## src/rtl/ex_div.sv

```systemverilog
`default_nettype none
// ============================================================================
// Module   : ex_div
// Purpose  : Multi-cycle 32-bit integer divider for the EX stage. Runs one
//            restoring-division step per cycle (32 steps) and raises
//            stallreq_for_ex while a DIV/DIVU is in flight so the stall
//            controller freezes EX and earlier stages. The quotient goes to
//            lo_o and the remainder to hi_o in the cycle the stall drops.
// Ports    : clk             - clock, rising edge
//            rst             - synchronous active-high reset
//            div_start       - DIV/DIVU present in EX (level)
//            div_signed      - 1 = DIV (two's complement), 0 = DIVU
//            dividend        - rs operand (sampled in IDLE)
//            divisor         - rt operand (sampled in IDLE)
//            cancel          - flush of the EX instruction, aborts operation
//            stallreq_for_ex - stall request to the pipeline controller
//            result_valid    - one-cycle pulse, hi_o/lo_o hold the result
//            lo_o            - quotient (registered)
//            hi_o            - remainder (registered)
// Revision : 1.0 - initial release
// ============================================================================
module ex_div (
  input  logic        clk,
  input  logic        rst,
  input  logic        div_start,
  input  logic        div_signed,
  input  logic [31:0] dividend,
  input  logic [31:0] divisor,
  input  logic        cancel,
  output logic        stallreq_for_ex,
  output logic        result_valid,
  output logic [31:0] lo_o,
  output logic [31:0] hi_o
);

  typedef enum logic [1:0] {
    IDLE = 2'd0,
    BUSY = 2'd1,
    DONE = 2'd2
  } state_t;

  state_t      state;
  state_t      state_nxt;

  logic [4:0]  cnt;
  // The partial remainder is always below the divisor between steps, so its
  // top bit is permanently zero and only 32 bits need to be stored.
  logic [31:0] rem_r;
  logic [31:0] quo_r;
  logic [31:0] dvsr_r;
  logic        q_neg;
  logic        r_neg;

  // Operand conditioning in IDLE
  logic        dvd_neg;
  logic        dvs_neg;
  logic [31:0] dvd_mag;
  logic [31:0] dvs_mag;
  logic        divisor_zero;

  // One restoring step
  logic [32:0] r_shift;
  logic [32:0] r_diff;
  logic        step_ge;
  logic [31:0] r_next;
  logic [31:0] q_next;
  logic [31:0] lo_final;
  logic [31:0] hi_final;

  assign dvd_neg      = div_signed & dividend[31];
  assign dvs_neg      = div_signed & divisor[31];
  assign dvd_mag      = dvd_neg ? (~dividend + 32'd1) : dividend;
  assign dvs_mag      = dvs_neg ? (~divisor + 32'd1) : divisor;
  assign divisor_zero = (divisor == 32'd0);

  assign r_shift  = {rem_r, quo_r[31]};
  assign r_diff   = r_shift - {1'b0, dvsr_r};
  // No borrow out of the 33-bit subtract means R' >= D.
  assign step_ge  = ~r_diff[32];
  assign r_next   = step_ge ? r_diff[31:0] : r_shift[31:0];
  assign q_next   = {quo_r[30:0], step_ge};
  assign lo_final = q_neg ? (~q_next + 32'd1) : q_next;
  assign hi_final = r_neg ? (~r_next + 32'd1) : r_next;

  // State register
  always_ff @(posedge clk) begin
    if (rst) begin
      state <= IDLE;
    end else begin
      state <= state_nxt;
    end
  end

  // Next state and handshake outputs
  always_comb begin
    state_nxt       = state;
    stallreq_for_ex = 1'b0;
    result_valid    = 1'b0;
    case (state)
      IDLE: begin
        if (div_start && !cancel) begin
          state_nxt = divisor_zero ? DONE : BUSY;
        end
        stallreq_for_ex = div_start;
      end
      BUSY: begin
        if (cancel) begin
          state_nxt = IDLE;
        end else if (cnt == 5'd31) begin
          state_nxt = DONE;
        end
        stallreq_for_ex = 1'b1;
      end
      DONE: begin
        state_nxt    = IDLE;
        result_valid = 1'b1;
      end
      default: begin
        state_nxt = IDLE;
      end
    endcase
    // A flush or reset silences both handshakes in the same cycle.
    if (cancel || rst) begin
      stallreq_for_ex = 1'b0;
      result_valid    = 1'b0;
    end
  end

  // Datapath
  always_ff @(posedge clk) begin
    if (rst) begin
      cnt    <= 5'd0;
      rem_r  <= 32'd0;
      quo_r  <= 32'd0;
      dvsr_r <= 32'd0;
      q_neg  <= 1'b0;
      r_neg  <= 1'b0;
      lo_o   <= 32'd0;
      hi_o   <= 32'd0;
    end else begin
      case (state)
        IDLE: begin
          if (div_start && !cancel) begin
            cnt    <= 5'd0;
            rem_r  <= 32'd0;
            quo_r  <= dvd_mag;
            dvsr_r <= dvs_mag;
            q_neg  <= dvd_neg ^ dvs_neg;
            r_neg  <= dvd_neg;
            if (divisor_zero) begin
              lo_o <= 32'hFFFF_FFFF;
              hi_o <= dividend;
            end
          end
        end
        BUSY: begin
          if (!cancel) begin
            rem_r <= r_next;
            quo_r <= q_next;
            cnt   <= cnt + 5'd1;
            if (cnt == 5'd31) begin
              lo_o <= lo_final;
              hi_o <= hi_final;
            end
          end
        end
        default: begin
        end
      endcase
    end
  end

endmodule
`default_nettype wire

```

## config.mk

```make
export PLATFORM = sky130hd
export DESIGN_NAME = ex_div
export DESIGN_NICKNAME = d
export VERILOG_FILES = /design/src/rtl/ex_div.sv
export SDC_FILE = /design/constraint.sdc
export NUM_CORES = 1
export LEC_CHECK = 0
export CAP_MARGIN = 20
export CORE_ASPECT_RATIO = 0.75
export CORE_MARGIN = 2
export CORE_UTILIZATION = 35
export CTS_BUF_LIST = sky130_fd_sc_hd__clkbuf_8
export DETAILED_ROUTE_END_ITERATION = 12
export PLACE_DENSITY = 0.68
export SLEW_MARGIN = 10
export SYNTH_ARGS = -nofsm -noshare
export SYNTH_HDL_FRONTEND = slang
export SYNTH_SLANG_ARGS = --single-unit
```

## constraint.sdc

```tcl
create_clock -name clk -period 5.05 [get_ports clk]
set_input_delay 0.505 -clock clk [delete_from_list [all_inputs] [get_ports clk]]
set_output_delay 0.505 -clock clk [all_outputs]
set_load 0.005 [all_outputs]
```

# Word level (Yosys, flattened, before mapping)
# Index checks and enable logic that the tools add are counted.
[op_classes]
mux = 33
bitwise = 8
multipliers = 0
eq_ne = 8
n_shift = 0
n_reduce_logical = 10
order_cmp = 0
div = 0
n_addsub = 6
[ops]
columns = ["op", "n"]
rows = [
  ["$mux 32", 17],
  ["$pmux 32 s2", 4],
  ["$add 32x1->32 const B", 4],
  ["$not 32->32", 4],
  ["$sub 33x32->33", 1],
  ["$logic_not 32->1", 1],
  ["$mux 5", 2],
  ["$pmux 5 s2", 1],
  ["$mux 2", 4],
  ["$ne 2x2->1 const B", 4],
  ["$add 5x1->5 const B", 1],
  ["$eq 5x5->1 const B", 1],
  ["$reduce_and 5->1", 1],
  ["$pmux 2 s2", 1],
  ["$reduce_and 2->1", 2],
  ["$mux 1", 3],
  ["$ne 3x3->1 const B", 1],
  ["$reduce_and 3->1", 1],
  ["$and 1x1->1", 2],
  ["$eq 2x1->1 const B", 1],
  ["$eq 2x2->1 const B", 1],
  ["$logic_not 2->1", 1],
  ["$pmux 1 s2", 1],
  ["$reduce_bool 2->1", 1],
  ["5 further kinds", 5],
]
[word_totals]
romBits = 0
output_inout_bits = 66
reg_bits = 169
latch_bits = 0
elab_cells = 74
mem_bits_rw = 0
mem_count = 0

# Depth between registers and ports, before layout
# Gate-level depths: netlist (run 1).
[logic_depth]
ltp_word = 8
mapped_depth = 27

# Worst setup path before layout (run 1)
# No wires, ideal clock.
[synth_path]
kind = "flip-flop to flip-flop"
start = "register quo_r[31]"
end = "register hi_o[28]"
required_time_ns = 4.976
stages_incl_launch_ff = 28
arrival_time_ns = 5.259
period_less_slack_ns = 5.333
slack_ns = -0.283
setup_ns = 0.074
cell_sequence = "dfxtp_1 inv_1 ha_1 fa_1 nor2b_2 o31ai_2 a21o_2 a211oi_4 o211ai_2 o31ai_1 or2_1 buf_6 buf_12 buf_2 clkbuf_1 nand2_1 o21ai_1 ha_1 nand2_1 a21o_1 nor4_1 nor2b_1 and4b_1 a32oi_1 o41ai_1 nor2_1 nand3b_1 a31oi_1"
[synth_via]
elab_chain_len = 8
[synth_lines]
columns = ["item", "line", "rtl"]
rows = [
  ["start: declaration", "49", "logic [31:0] quo_r;"],
  ["start signal: assignment", "146", "quo_r <= dvd_mag;"],
  ["start signal: assignment", "159", "quo_r <= q_next;"],
  ["$sub 33x32->33", "77", "assign r_diff = r_shift - {1'b0, dvsr_r};"],
  ["$mux 32 (*)", "80", "assign r_next = step_ge ? r_diff[31:0] : r_shift[31:0];"],
  ["$not 32->32", "83", "assign hi_final = r_neg ? (~r_next + 32'd1) : r_next;"],
  ["$add 32x1->32", "83", ""],
  ["$mux 32 (*)", "83", ""],
  ["$mux 32 (*)", "161", "if (cnt == 5'd31) begin"],
  ["$mux 32 (*)", "157", "if (!cancel) begin"],
  ["$pmux 32 s2 (*)", "141", "case (state)"],
  ["end signal: assignment", "152", "hi_o <= dividend;"],
  ["end signal: assignment", "163", "hi_o <= hi_final;"],
  ["end: declaration", "33", "output logic [31:0] hi_o"],
]
# Every way passes the cells marked *; elsewhere a longest branch is shown, timed or not. The select of a mux whose other input is x is not followed.
# A chain may end at the register's enable or synchronous reset.

# Worst setup path in the final report (run 1)
[layout_path]
start = "register quo_r[31]"
end = "register hi_o[30]"
# The elaborated chain is that of the path after synthesis.

==> impl_metrics.csv, run 1 <==
group,metric,value,unit
route,drc_errors,0,
pwr,p_per_area,240.6,nW/µm²
synth,ys_ff_latch,169,
layout,finalNonFillerCells,2149,
synth,synth_cell_types,90,
clock_network,clk_pin_slew,0.10,ns
synth,synth.cell_area,11910,µm²
synth,synthXorXnorAreaFrac,0.09415,
synth,synth-warning-count,0,
setup_path,critPathMaxFanout,7,
clock_network,root_buffer,"clkbuf_8",
setup_path,criticalPathCategory,"flop to flop",
synth,synth_mux_area_frac,0.02932,
global_routing,globalRouteTotalUtil,0.2099,
synth,synth_most_common_cell,"nor2_1",
outcome,outcome,"finished, final reports clean",
floorplanning,ios,135,
synth,synth-simple-area-share,0.2300,
setup_path,startpoint_type,"flop",
layout,syn2layout_area_growth,20.44,%
setup_path,crit_path_max_incr_delay,0.38,ns
setup_path,critical_path.cell_chain,"inv_1 > ha_1 > fa_2 > nor2b_2 > o31ai_2 > a21o_2 > a211oi_4 > o211ai_2 > a41o_1 > or2_4 > o21ai_1 > ha_1 > nand2_1 > a21o_1 > nor4_2 > buf_4 > nor2b_1 > and4b_1 > a32oi_4 > buf_4 > o41ai_2 > xnor2_1 > a21oi_1",
route,wl_per_cell,17.68,µm
worst_hold_path,hold_path_end,"dvsr_r[31]$_SDFFE_PP0P_",
global_routing,grt_pass1_wl,59910,µm
floorplanning,die-area,35530,µm²
timing,worst_pin_slew,1.067,ns
layout,fin_nets,1794,
timing,finalHoldViolations,0,
layout,layout-drive-gt1-share,0.07475,
route,vias,12080,
synth,syn_nets,1697,
synth,seq_area_frac_synth,0.2841,
synth,synth_top_area_cell,"dfxtp_1",
worst_hold_path,hp-class,"flop to flop",
route,antenna_left,0,
floorplanning,num_rows,58,
synth,synth-main-ff-cell,"dfxtp_1",
setup_path,regToRegSetupSlack,0.25,ns
placed_design,gp_congestion,0.9150,
synth,netlist.area_leader.share,0.2841,
clock_network,cts_num_sinks,169,
synth,synth_edf_count,0,
synth,synth_area_leaders,"dfxtp_1, nor2_1, a211oi_1",
floorplanning,die_x,217.0,µm
setup_path,worstPathArrival,5.20,ns
setup_path,cp-end-kind,"flop",
timing,fmax,0.2084,GHz
layout,fillers,3446,
clock_network,cts_tree,"yes",
clock_network,cts_setup_buffers,0,
floorplanning,dieHeight,163.7,µm
route,drtIter0Drc,1272,
timing,setup_viol,0,
global_routing,grt-ovfl-total,0,
setup_path,r2r-end,"hi_o[30]$_SDFFE_PP0P_",
floorplanning,core_area,33530,µm²
clock_network,cts.path.max_buffers,2,
synth,synthCells,1589,
placed_design,dpl.cell_count,2117,
worst_hold_path,holdCritStartpoint,"dvsr_r[31]$_SDFFE_PP0P_",
synth,synth_adder_area_share,0.04161,
route,dr.pass1.iters,5,
placed_design,io_buffers,134,
timing,max_slew_margin,0.2877,
floorplanning,initial_core_util,0.3552,
placed_design,hpwlAfterDp,28620,µm
clock_network,clock_latency,0.51,ns
synth,async_reset_ff_frac,0,
clock_network,numCtsBuffers,17,
setup_path,r2r-start,"quo_r[31]$_SDFFE_PP0P_",
global_routing,grt_max_degree,92,
setup_path,slowest_stage,"fa_2",
layout,num_antenna_cells,0,
clock_network,htreeDepth,4,
synth,syn_avg_cell_area,7.494,µm²
synth,synth_commonest_cells,"nor2_1, nand2_1, dfxtp_1, a21oi_1, a211oi_1",
worst_hold_path,hold-path-cell-count,2,
synth,synth_compound_area_frac,0.2673,
timing,min_period_over_period,0.9503,
global_routing,antenna_found_initial,0,
pwr,ir_drop,0.1252,mV
timing,drv_slew,0,
route,drt-total-wl,37990,µm
setup_path,required,5.45,ns
pwr,power.leakage,0.005303,µW
route,drt-vias-per-instance,5.622,
timing,period_minus_slack,4.799,ns
synth,synth_top_family_by_area,"compound AO/OA/AOI/OAI gates",
global_routing,grt_pass1_vias,11010,
timing,fin_setup_tns,0,ns
pwr,total_power,3451,µW
run,maxCapViolCount,0,
timing,rsz0062_at_grt,"false",
setup_path,startpoint,"quo_r[31]$_SDFFE_PP0P_",
timing,finClkSkew,0.02519,ns
setup_path,rr_worst_depth,23,
## report_power, final
| part | switching [µW] | total (µW) | internal, µW | leakage, µW |
|---|---|---|---|---|
| Combinational | 486 | 789 | 303 | 0.00369 |
| Clock | 584 | 1260 | 672 | 0.000246 |
| Sequential | 37.5 | 1410 | 1370 | 0.00137 |
## worst max-delay path: cells and delay by family, from the launching register on
kind	cells	cell delay [ns]
AOI/OAI and AO/OA	10	1.90
xor gates and xnor gates	1	0.17
adders and majority gates	3	0.80
buffers and inverters	3	0.41
DFF	1	0.35
and+or+nand+nor	6	1.05
## cell type report
cell class | instances | area (µm²) | area share
Timing Repair Buffer | 178 | 1707 | 0.1190
Sequential cell | 169 | 3383 | 0.2359
Inverter | 55 | 206.4 | 0.01440
Tap cell | 450 | 563.0 | 0.03926
Clock inverter | 13 | 240.2 | 0.01675
Multi-Input combinational cell | 1265 | 7980 | 0.5564
Clock buffer | 19 | 261.5 | 0.01823
## worst max path at each step
stage,endpoint,depth (start not counted)
4_1_cts,hi_o[28]$_SDFFE_PP0P_,23
3_3_place_gp,hi_o[28]$_SDFFE_PP0P_,23
2_1_floorplan,hi_o[28]$_SDFFE_PP0P_,27
3_5_place_dp,hi_o[28]$_SDFFE_PP0P_,23
5_1_grt,hi_o[28]$_SDFFE_PP0P_,23
6_report,hi_o[30]$_SDFFE_PP0P_,23
## cells by family (layout without fill, tap and decap cells)
family | count (synthesis) | in the layout
simple gates | 598 | 598
compound gates | 470 | 470
mux | 30 | 30
flops | 169 | 169
buf+inv | 155 | 265
xor+xnor | 128 | 128
fa+ha+maj | 39 | 39
## flip-flops by register name (all words and copies together) (netlist names)
signal	count
dvsr_r	32
hi_o	32
lo_o	32
quo_r	32
rem_r	32
cnt	5
state	2
q_neg	1
r_neg	1
## metrics by stage
stage	setup slack (ns)	instance area [µm²]	utilization	hold WS, ns
2_1_floorplan	0.006382	11930	-	0.4319
3_3_place_gp	0.2368	13800	0.4115	0.4448
3_5_place_dp	0.1043	13800	0.4115	0.4530
4_1_cts	0.05733	14300	0.4264	0.4674
5_1_grt	0.01146	14340	0.4278	0.5065
6_report	0.2510	14340	0.4278	0.4621
## routing by layer
layer / vias to the layer above / global-route usage / part of all wire
met5: - / 0 / 0
met1: 5779 / 0.3053 / 0.49
met3: 38 / 0.02741 / 0.052
li1: 5926 / - / -
met2: 338 / 0.3289 / 0.44
met4: 0 / 0.04701 / 0.013
## timing repair
action | 4_1_cts | 5_1_grt
endpoints found under the setup margin | 0 | 11
hold endpoints to repair | 0 | 0
resized for setup | 0 | 9
hold buffers | 0 | 0
## layout by cell type (no fill, tap or decap), types with 10 or more instances in the layout
cell type	instances
and3_1	10
or4_1	10
nor4_1	21
nor3_1	34
o211ai_1	14
inv_1	53
a22oi_1	13
a311oi_1	14
a31oi_1	10
o21ai_1	10
dfxtp_1	169
a21oi_1	119
xnor2_1	58
xor2_1	70
nand3_1	27
clkbuf_8	19
o31ai_1	22
clkdlybuf4s50_1	133
nand2_1	176
a211oi_1	92
buf_4	42
and2_1	10
mux2i_1	22
nor2b_1	11
o21ai_0	74
ha_1	38
nor2_1	227
a21o_1	13
or3_1	23
Note: power is estimated with default switching activity, not from simulation.
==> inputs of run 2 (changes only) <==
SKIP_CTS_REPAIR_TIMING = 1   (was not set)
==> results of run 2 <==
Final layout, timing and power as in run 1 (identical DEF).
